**src/rtl/hazard_ctrl_unit.sv**
```systemverilog
// Pipeline hazard controller: resolves taken-branch, multiply/divide occupancy,
// load-use and jump hazards into per-register stall/flush vectors, with saturating event counters.
module hazard_ctrl_unit #(
  parameter int NSTG    = 5,
  parameter int AW      = 5,
  parameter int MDU_LAT = 4,
  parameter int CNT_W   = 16
) (
  input  logic             clk,
  input  logic             rst_n,
  input  logic             id_ex_memread,
  input  logic [AW-1:0]    id_ex_rt,
  input  logic [AW-1:0]    if_id_rs,
  input  logic [AW-1:0]    if_id_rt,
  input  logic             ex_branch,
  input  logic             ex_zero,
  input  logic             id_jump,
  input  logic             mdu_start,
  output logic [NSTG-1:0]  stall,
  output logic [NSTG-1:0]  flush,
  output logic             mdu_busy,
  output logic [CNT_W-1:0] stall_cnt,
  output logic [CNT_W-1:0] flush_cnt
);

  localparam int WCW = $clog2(MDU_LAT) + 1;

  localparam logic [0:0] IDLE     = 1'b0;
  localparam logic [0:0] MDU_WAIT = 1'b1;

  // Issue cycle is itself a stall cycle, so the wait state covers MDU_LAT-1 cycles.
  localparam bit             MULTI_CYC = (MDU_LAT > 1);
  localparam logic [WCW-1:0] WLOAD     = MULTI_CYC ? WCW'(MDU_LAT - 2) : '0;

  logic [0:0]     state;
  logic [0:0]     state_nxt;
  logic [WCW-1:0] wcnt;
  logic [WCW-1:0] wcnt_nxt;

  logic taken;
  logic mdu_req;
  logic load_use;
  logic jump_eff;
  logic flush_evt;

  function automatic logic [CNT_W-1:0] sat_inc(input logic [CNT_W-1:0] v);
    return (&v) ? v : v + CNT_W'(1);
  endfunction

  always_comb begin
    taken    = ex_branch & ex_zero;
    mdu_req  = ((state == IDLE) & mdu_start) | (state == MDU_WAIT);
    load_use = id_ex_memread & (id_ex_rt != '0) &
               ((id_ex_rt == if_id_rs) | (id_ex_rt == if_id_rt));
    jump_eff  = id_jump & ~taken & ~mdu_req & ~load_use;
    flush_evt = rst_n & (taken | jump_eff);
  end

  // Priority resolution: each lower-priority hazard only contributes when all higher ones are quiet.
  always_comb begin
    stall    = '0;
    flush    = '0;
    mdu_busy = 1'b0;
    if (rst_n) begin
      mdu_busy = (state == MDU_WAIT);
      if (taken) begin
        flush[2:1] = 2'b11;
      end else if (mdu_req) begin
        stall[2:0] = 3'b111;
        flush[3]   = 1'b1;
      end else if (load_use) begin
        stall[1:0] = 2'b11;
        flush[2]   = 1'b1;
      end else if (id_jump) begin
        flush[1]   = 1'b1;
      end
    end
  end

  // A taken branch squashes the issuing instruction, so it must not start the wait.
  always_comb begin
    state_nxt = state;
    wcnt_nxt  = wcnt;
    case (state)
      IDLE: begin
        if (mdu_start && !taken && MULTI_CYC) begin
          state_nxt = MDU_WAIT;
          wcnt_nxt  = WLOAD;
        end
      end
      MDU_WAIT: begin
        if (wcnt == '0) begin
          state_nxt = IDLE;
        end else begin
          wcnt_nxt = wcnt - WCW'(1);
        end
      end
      default: begin
        state_nxt = IDLE;
        wcnt_nxt  = '0;
      end
    endcase
  end

  always_ff @(posedge clk) begin
    if (!rst_n) begin
      state <= IDLE;
      wcnt  <= '0;
    end else begin
      state <= state_nxt;
      wcnt  <= wcnt_nxt;
    end
  end

  // Only redirecting flushes count; bubble insertion is already reflected in stall_cnt.
  always_ff @(posedge clk) begin
    if (!rst_n) begin
      stall_cnt <= '0;
      flush_cnt <= '0;
    end else begin
      if (|stall) stall_cnt <= sat_inc(stall_cnt);
      if (flush_evt) flush_cnt <= sat_inc(flush_cnt);
    end
  end

endmodule
```
**config.mk**
```make
export PLATFORM = sky130hd
export DESIGN_NAME = hazard_ctrl_unit
export DESIGN_NICKNAME = d
export VERILOG_FILES = /design/src/rtl/hazard_ctrl_unit.sv
export SDC_FILE = /design/constraint.sdc
export NUM_CORES = 1
export LEC_CHECK = 0
export ABC_AREA = 1
export ABC_CLOCK_PERIOD_IN_PS = 4040
export CELL_PAD_IN_SITES_DETAIL_PLACEMENT = 1
export CELL_PAD_IN_SITES_GLOBAL_PLACEMENT = 1
export CORE_UTILIZATION = 35
export DETAILED_ROUTE_END_ITERATION = 10
export GPL_TIMING_DRIVEN = 0
export PLACE_DENSITY_LB_ADDON = 0.15
export REMOVE_ABC_BUFFERS = 1
export SLEW_MARGIN = 20
export SYNTH_ARGS = -nofsm -noshare
export SYNTH_HDL_FRONTEND = slang
export SYNTH_SLANG_ARGS = --single-unit
```
**constraint.sdc**
```tcl
create_clock -name clk -period 4.04 [get_ports clk]
set_input_delay 1.212 -clock clk [delete_from_list [all_inputs] [get_ports clk]]
set_output_delay 1.212 -clock clk [all_outputs]
set_load 0.05 [all_outputs]
```
* Word-level counts from Yosys, hierarchy flattened *
Index checks and enable logic that the tools add are counted.

word-level totals
  word-level logic and storage cells = 57
  register bits = 36
  output and inout port bits = 43

cells by class
  bitwise gates (word level) = 17
  reductions and logical operators = 10
  add/sub/neg operators = 3
  multiplexer cells = 19
  equal/unequal tests = 4

operators with widths
  operator               number
  $add 16x1->16 const B  2
  $reduce_and 16->1      2
  $mux 3                 5
  $eq 5x5->1             2
  $and 1x1->1            8
  $mux 1                 8
  $mux 2                 4
  $not 1->1              6
  $pmux 3 s2             1
  $reduce_and 2->1       3
  $reduce_bool 5->1      1
  $logic_not 3->1        1
  $or 1x1->1             3
  $reduce_or 3->1        1
  $sub 3x1->3 const B    1
  $ne 2x1->1 const B     1
  $ne 2x2->1 const B     1
  $pmux 1 s2             1
  $logic_and 1x1->1      1
  $logic_not 1->1        1

* Longest topological paths before layout *
Gate-level depths: netlist of run 1.

  depth in word-level cells = 9
  gate-level depth with buffers = 14
  depth with buffers taken out = 14

* Worst setup path after synthesis of run 1 *
No wires, ideal clock.

  path type = input to output
  start = input port id_ex_rt[4]
  end = output port stall[1]
  setup slack = -181 ps
  buffers on the path = 2
  required time = 2828 ps
  stages on the path = 12
  arrival = 3009 ps
  path through = inv_1 > nand2_1 > nand2_1 > nor2_1 > nand3_1 > nand2_1 > nand2_1 > nand2_1 > buf_2 > nand2_1 > nor2_1 > buf_4

between the ends
  longest elaborated chain between the ends = 7
  elaborated cells on any way between the ends = 10

RTL lines
  element                                          RTL line  source
  from (decl)                                      12        input logic [AW-1:0] id_ex_rt,
  $eq 5x5->1 or $reduce_bool 5->1 (tied branches)  54, 53
  $or 1x1->1 or $and 1x1->1 (tied branches)        54, 53
  $and 1x1->1 (*)                                  53        load_use = id_ex_memread & (id_ex_rt != '0) &
  $mux 2 (*)                                       71        end else if (load_use) begin
  $mux 2 (*)                                       68        end else if (mdu_req) begin
  $mux 3 (*)                                       66        if (taken) begin
  $mux 3 (*)                                       64        if (rst_n) begin
  to (decl)                                        19        output logic [NSTG-1:0] stall,

Mark *: on every way between the ends. The rest lies on a longest branch, timed or not.

* Final worst setup path of run 1 *
  start = input port rst_n
  end = output port flush[3]

between the ends
  longest elaborated chain between the ends = 1

RTL lines
  element      RTL line  source
  from (decl)  10        input logic rst_n,
  $mux 3       64
  to (decl)    20        output logic [NSTG-1:0] flush,

Every way passes these cells.

==> results.cfg, run 1 <==
[pwr]
p_leak_nw = 1.44
power_w = 0.000810
powerDensity_nw_per_um2 = 260
ir_drop_uv = 111

[grt]
met1_usage = 0.240
grt_pass1_wl_um = 11800
use_met2 = 0.386
grt-ovfl-total = 0
grt_pass1_vias = 2578
use_met3 = 0.0386
grt_antenna_before_repair = 0
track_usage = 0.206
grt_max_degree = 26
busiest_layer = met2

[sta]
tightest_slew_ns = 0.969
fin_skew_ns = 0.00514
hold_viol = 0
fin_crit_ns = 4.03
slew_viol_final = 0
setup_violations = 0
finalCritPeriodShare = 0.997
max_freq_ghz = 0.248
setup_slack_ns = 0.0128
rsz0062_at_grt = true
max-slew-margin-rel = 0.351

[outcome]
violations = design-rule violations
status = finished with violations

[floorplanning]
rows = 29
dieArea_sq_um = 7070
start_util = 0.367
io_pins = 65
die_h_um = 84.1
fp.coreArea_sq_um = 6420
die-width_um = 84.1

[setup_path]
critPathArrivalTime_ns = 2.82
worstPathMaxFanout = 22
worstSetupPathType = in -> out
cp_cell_sequence = clkdlybuf4s18_2, clkinvlp_4, nor3_1, dlygate4sd1_1
crit_slowest_cell = dlygate4sd1_1
crit_path_end_kind = primary output
cp.required_ns = 2.83
critPathBufInv = 3
critical_path.max_stage_delay_ns = 0.54
cpLargestDelayFamily = buffers and inverters
start_kind = input port

[logic_synthesis]
ys_seq_area_frac = 0.305
ys_ff_latch = 36
syn_area_sq_um = 2360
yosysUniqueCellTypes = 31
syn_avg_cell_area_sq_um = 6.13
synth_area_leaders = dfxtp_1 (31%), nand2_1 (16%), nor2_1 (10%)
ys_warn_count = 0
synthCells = 385
yosysTopAreaCellShare = 0.305
yosys.area.top_type = dfxtp_1

[route]
drc = 6
postRouteAntennaNets = 0
drtIter0Drc = 80
vias = 2563
drt_wl_total_um = 6750
viasPerCell = 4.94
wl_per_cell_um = 13.0
firstDrtPassIters = 7

[layout]
drive_gt1_frac = 0.0769
final_util = 0.485
nets = 468
syn_to_final_growth_pct = 32.0
design_area_sq_um = 3110
num_antenna_cells = 0

[min_path]
hold_path_class = reg -> reg

[clock_tree]
clk_latency_ns = 0.29
cts_max_path_buffers = 2
cts_buffers = 5
cts_max_level = 2
cts_root_buf = clkbuf_8
clk_pin_slew_ns = 0.07
cts_tree = built
cts_num_sinks = 36

[placement]
globalplace.congestion = 0.789
postPlaceCellArea_sq_um = 2960
pre_cts_ws_ns = -1.32
port_buffers = 60
dp_hpwl_um = 4870

[flow_run]
cap_violations = 0
## tightest hold or removal path: cells and delay by family (launching register included)
| kind | cells | cell delay, ns |
|---|---|---|
| DFF | 1 | 0.31 |
| and+or+nand+nor | 1 | 0.06 |
| AOI/OAI and AO/OA | 1 | 0.05 |
## report_power, final
group          internal, W  total, W  switching, W
registers         0.000362  0.000368    0.00000609
logic            0.0000533  0.000156      0.000103
clock network     0.000152  0.000286      0.000134
## cells by family after synthesis
family / synth area share
buffers and inverters: 0.139
AOI/OAI and AO/OA: 0.0679
other: 0.00159
DFF: 0.305
adders and majority gates: 0.0212
and+or+nand+nor: 0.413
xor gates and xnor gates: 0.0520
## area by class of cell
cell class | instances | area (sq um)
Multi-Input combinational cell | 276 | 1340
Timing Repair Buffer | 63 | 631
Clock buffer | 7 | 96.3
Timing Repair inverter | 1 | 5.00
Sequential cell | 36 | 721
Tap cell | 77 | 96.3
Fill cell | 886 | 3310
Inverter | 59 | 225
## cells in the final DEF (no fill, tap or decap), types with 2 or more instances in the layout
cell type        instances
ha_1                     4
o21ai_1                  2
inv_1                   56
nand2_2                  4
nand3_1                 27
dfxtp_1                 36
nor3_1                   6
nand4_1                 16
a21oi_1                 20
a21oi_2                  3
nor2_2                   3
nand2_1                 99
clkdlybuf4s50_1         47
clkbuf_8                 7
buf_4                    4
xor2_1                   8
buf_6                    2
dlygate4sd1_1            2
o21ai_0                  2
dlymetal6s2s_1           6
nor2_1                  63
conb_1                   4
inv_2                    2
xnor2_1                  6
## synth_stat cells, drive strengths merged
| cell | n |
|---|---|
| conb | 1 |
| ha | 4 |
| a31oi | 1 |
| o211ai | 1 |
| nand3 | 28 |
| and3 | 1 |
| inv | 59 |
| buf | 13 |
| nor3 | 7 |
| nand2 | 104 |
| xnor2 | 6 |
| clkbuf | 4 |
| o21ai | 4 |
| nor2 | 66 |
| a21oi | 23 |
| nand4 | 17 |
| nor4 | 1 |
| nor3b | 1 |
| dfxtp | 36 |
| xor2 | 8 |
## path summary, 6_finish.rpt
path                    to  depth (start not counted)  slack [ns]          from
max               flush[3]                          4        0.01         rst_n
min                wcnt[2]                          2        0.47       wcnt[2]
max reg2reg  stall_cnt[15]                          9        1.67  stall_cnt[0]
min reg2reg        wcnt[2]                          2        0.47       wcnt[2]
## metrics by stage
step                instances  hold WS, ns  setup TNS (ns)
floorplan                 371        0.426           -2.27
global placement          508        0.445          -20.32
detailed placement        508        0.457          -20.91
CTS                       519        0.470         -0.0282
global route              519        0.497          -0.261
finish                    519        0.471               0
## timing repair
| action | 4_1_cts | 5_1_grt |
|---|---|---|
| gates cloned | 1 | 0 |
| resized for setup | 39 | 10 |
| buffers inserted | 3 | 0 |
| pin swaps | 0 | 4 |
| endpoints found under the setup margin | 23 | 6 |
| hold buffers | 0 | 0 |
## routing by layer
layer,vias to the layer above,share of wire
met5,-,0
met4,0,0.0087
met3,4,0.031
met2,43,0.51
met1,1217,0.45
li1,1299,-
## flip-flops by register name (all words and copies together) (netlist names)
register	count
flush_cnt	16
state	1
stall_cnt	16
wcnt	3
Note: power is estimated with default switching activity, not from simulation.
==> run 2: changes to the inputs <==
--- a/config.mk
+++ b/config.mk
@@ -11,6 +11,8 @@
 export CELL_PAD_IN_SITES_GLOBAL_PLACEMENT = 1
 export CORE_UTILIZATION = 35
+export CTS_CLUSTER_DIAMETER = 120
 export DETAILED_ROUTE_END_ITERATION = 10
 export GPL_TIMING_DRIVEN = 0
+export HOLD_SLACK_MARGIN = 0.15
 export PLACE_DENSITY_LB_ADDON = 0.15
 export REMOVE_ABC_BUFFERS = 1
==> constraint.sdc (replaced) <==
create_clock -name clk -period 4.04 [get_ports clk]
set_input_delay 0.808 -clock clk [delete_from_list [all_inputs] [get_ports clk]]
set_output_delay 0.808 -clock clk [all_outputs]
set_load 0.05 [all_outputs]
==> run 2 against run 1 <==
  * The flow still finishes with violations (design-rule violations)
  * Critical path depth rose by 5
  * Total power fell by 0.61%
  * Via count fell by 0.62%
  * Hold slack improved by 0.0032 ns
  * Wire length fell by 1.3%
  * Final cell count fell by 0.58%
  * Clock-buffer cell count did not move
  * Flip-flop and latch count did not move
  * Register-to-register slack barely moved
  * Die area did not move
  * Maximum frequency rose by 7.2%
  * Clock power barely moved
  * Critical path type unchanged
==> results.cfg, run 2 (same netlist as run 1, synthesis figures left out) <==
[outcome]
status = finished with violations
violations = design-rule violations

[min_path]
hold_path_class = reg -> reg
whs_endpoint = wcnt[0]
holdCritStartpoint = wcnt[0]
min_path_cells = 1

[floorplanning]
die_h_um = 84.1
die-width_um = 84.1
dieArea_sq_um = 7070
fp.coreArea_sq_um = 6420
rows = 29
io_pins = 65
start_util = 0.367

[sta]
hold_viol = 0
fin_crit_ns = 3.76
rsz0062_at_grt = false
fin_skew_ns = 0.00692
finalCritPeriodShare = 0.930
setup_violations = 0
tightest_slew_ns = 0.923
max-slew-margin-rel = 0.383
max_freq_ghz = 0.266
hold_slack_ns = 0.474
slew_viol_final = 0

[setup_path]
reg2reg_depth = 9
crit_path_end_kind = primary output
critical_path.max_stage_delay_ns = 0.86
crit_slowest_cell = clkdlybuf4s50_1
r2r-start = stall_cnt[0]
rrSetupSlack_ns = 1.66
cp.required_ns = 3.23
worstSetupPathType = in -> out
critPathBufInv = 4
r2r_end = stall_cnt[15]
start_kind = input port
critPathArrivalTime_ns = 2.95
worstPathMaxFanout = 3
cpLargestDelayFamily = buffers and inverters
cp_cell_sequence = clkdlybuf4s50_1, inv_1, nand4_1, o21ai_0, inv_1, nand2_1, nand2_1, a21oi_1, clkdlybuf4s50_1

[route]
viasPerCell = 4.94
wl_per_cell_um = 12.9
postRouteAntennaNets = 0
vias = 2547
drc = 6
firstDrtPassIters = 7
drt_wl_total_um = 6660
drtIter0Drc = 84

[grt]
use_met3 = 0.0386
grt_max_degree = 26
grt-ovfl-total = 0
grt_pass1_vias = 2556
busiest_layer = met2
grt_pass1_wl_um = 11700
use_met2 = 0.378
track_usage = 0.204
grt_antenna_before_repair = 0
met1_usage = 0.239

[clock_tree]
cts_root_buf = clkbuf_8
cts_tree = built
cts_max_level = 2
clk_pin_slew_ns = 0.07
cts_num_sinks = 36
cts_buffers = 5
cts_setup_buffers = 0
clk_latency_ns = 0.29
cts_max_path_buffers = 2

[layout]
final_util = 0.478
multiInputGateArea_sq_um = 1330
drive_gt1_frac = 0.0501
syn_to_final_growth_pct = 30.0
reg_top3 = flush_cnt (16), stall_cnt (16), wcnt (3)
final_common_cell = nand2_1
num-fill-cells = 888
layout_common_cells = nand2_1 (101), nor2_1 (65), inv_1 (57), clkdlybuf4s50_1 (57), dfxtp_1 (36)
fin_cells = 516
regArea_sq_um = 721
num_antenna_cells = 0
nets = 465

[flow_run]
cap_violations = 0

[placement]
globalplace.congestion = 0.789
dp_hpwl_um = 4870
port_buffers = 60
dpl.cell_count = 508

[pwr]
ir_drop_uv = 110
p_leak_nw = 1.37
powerDensity_nw_per_um2 = 262
-- run 2: cell types whose count changed in the layout (fill, tap and decap cells not counted), sizes merged, moves of 2 or more --
cell and delta:
dlygate4sd2 +2, buf -7, clkdlybuf4s50 +10, dlygate4sd1 -2
dlymetal6s2s -6
-- run 2: worst max-delay path by stage --
stage                      from  endpoint  slack, ns  depth (start not counted)
floorplan                 rst_n  flush[3]       0.06                          2
detailed placement        rst_n  flush[1]      -0.51                          4
finish              id_ex_rt[2]  flush[1]       0.28                          9
global route        id_ex_rt[4]  stall[1]       0.05                         12
global placement          rst_n  flush[1]      -0.50                          4
CTS                 id_ex_rt[4]  stall[0]       0.16                         12
-- run 2: cell type report --
cell class / instances / share of cell area
Timing Repair Buffer: 60 / 0.195
Multi-Input combinational cell: 276 / 0.432
Inverter: 59 / 0.0734
Clock buffer: 7 / 0.0314
Timing Repair inverter: 1 / 0.00163
Sequential cell: 36 / 0.235
Tap cell: 77 / 0.0314
-- run 2: repair_timing --
action	in CTS	in global routing
setup endpoints to repair	22	2
hold endpoints to repair	0	0
resized for setup	6	1
gates cloned	1	0
hold buffers	0	0
-- run 2: metal layers --
metal	up-vias	part of all wire
met3	4	0.032
met5	-	0
li1	1293	-
met2	44	0.51
met1	1206	0.45
met4	0	0.0089
-- run 2: power breakdown --
part | switching [W] | internal, W
sequential | 0.00000608 | 0.000362
clock | 0.000134 | 0.000152
combinational | 0.000101 | 0.0000510
-- run 2: through the flow --
stage               setup WS [ns]  setup TNS [ns]  area, sq um  total power [W]
finish                      0.282               0         3070         0.000805
global route               0.0518               0         3070         0.000849
CTS                         0.157               0         3070         0.000820
detailed placement         -0.513           -9.16         2960         0.000529
global placement           -0.498           -8.57         2960         0.000525
floorplan                  0.0610               0         2260         0.000468
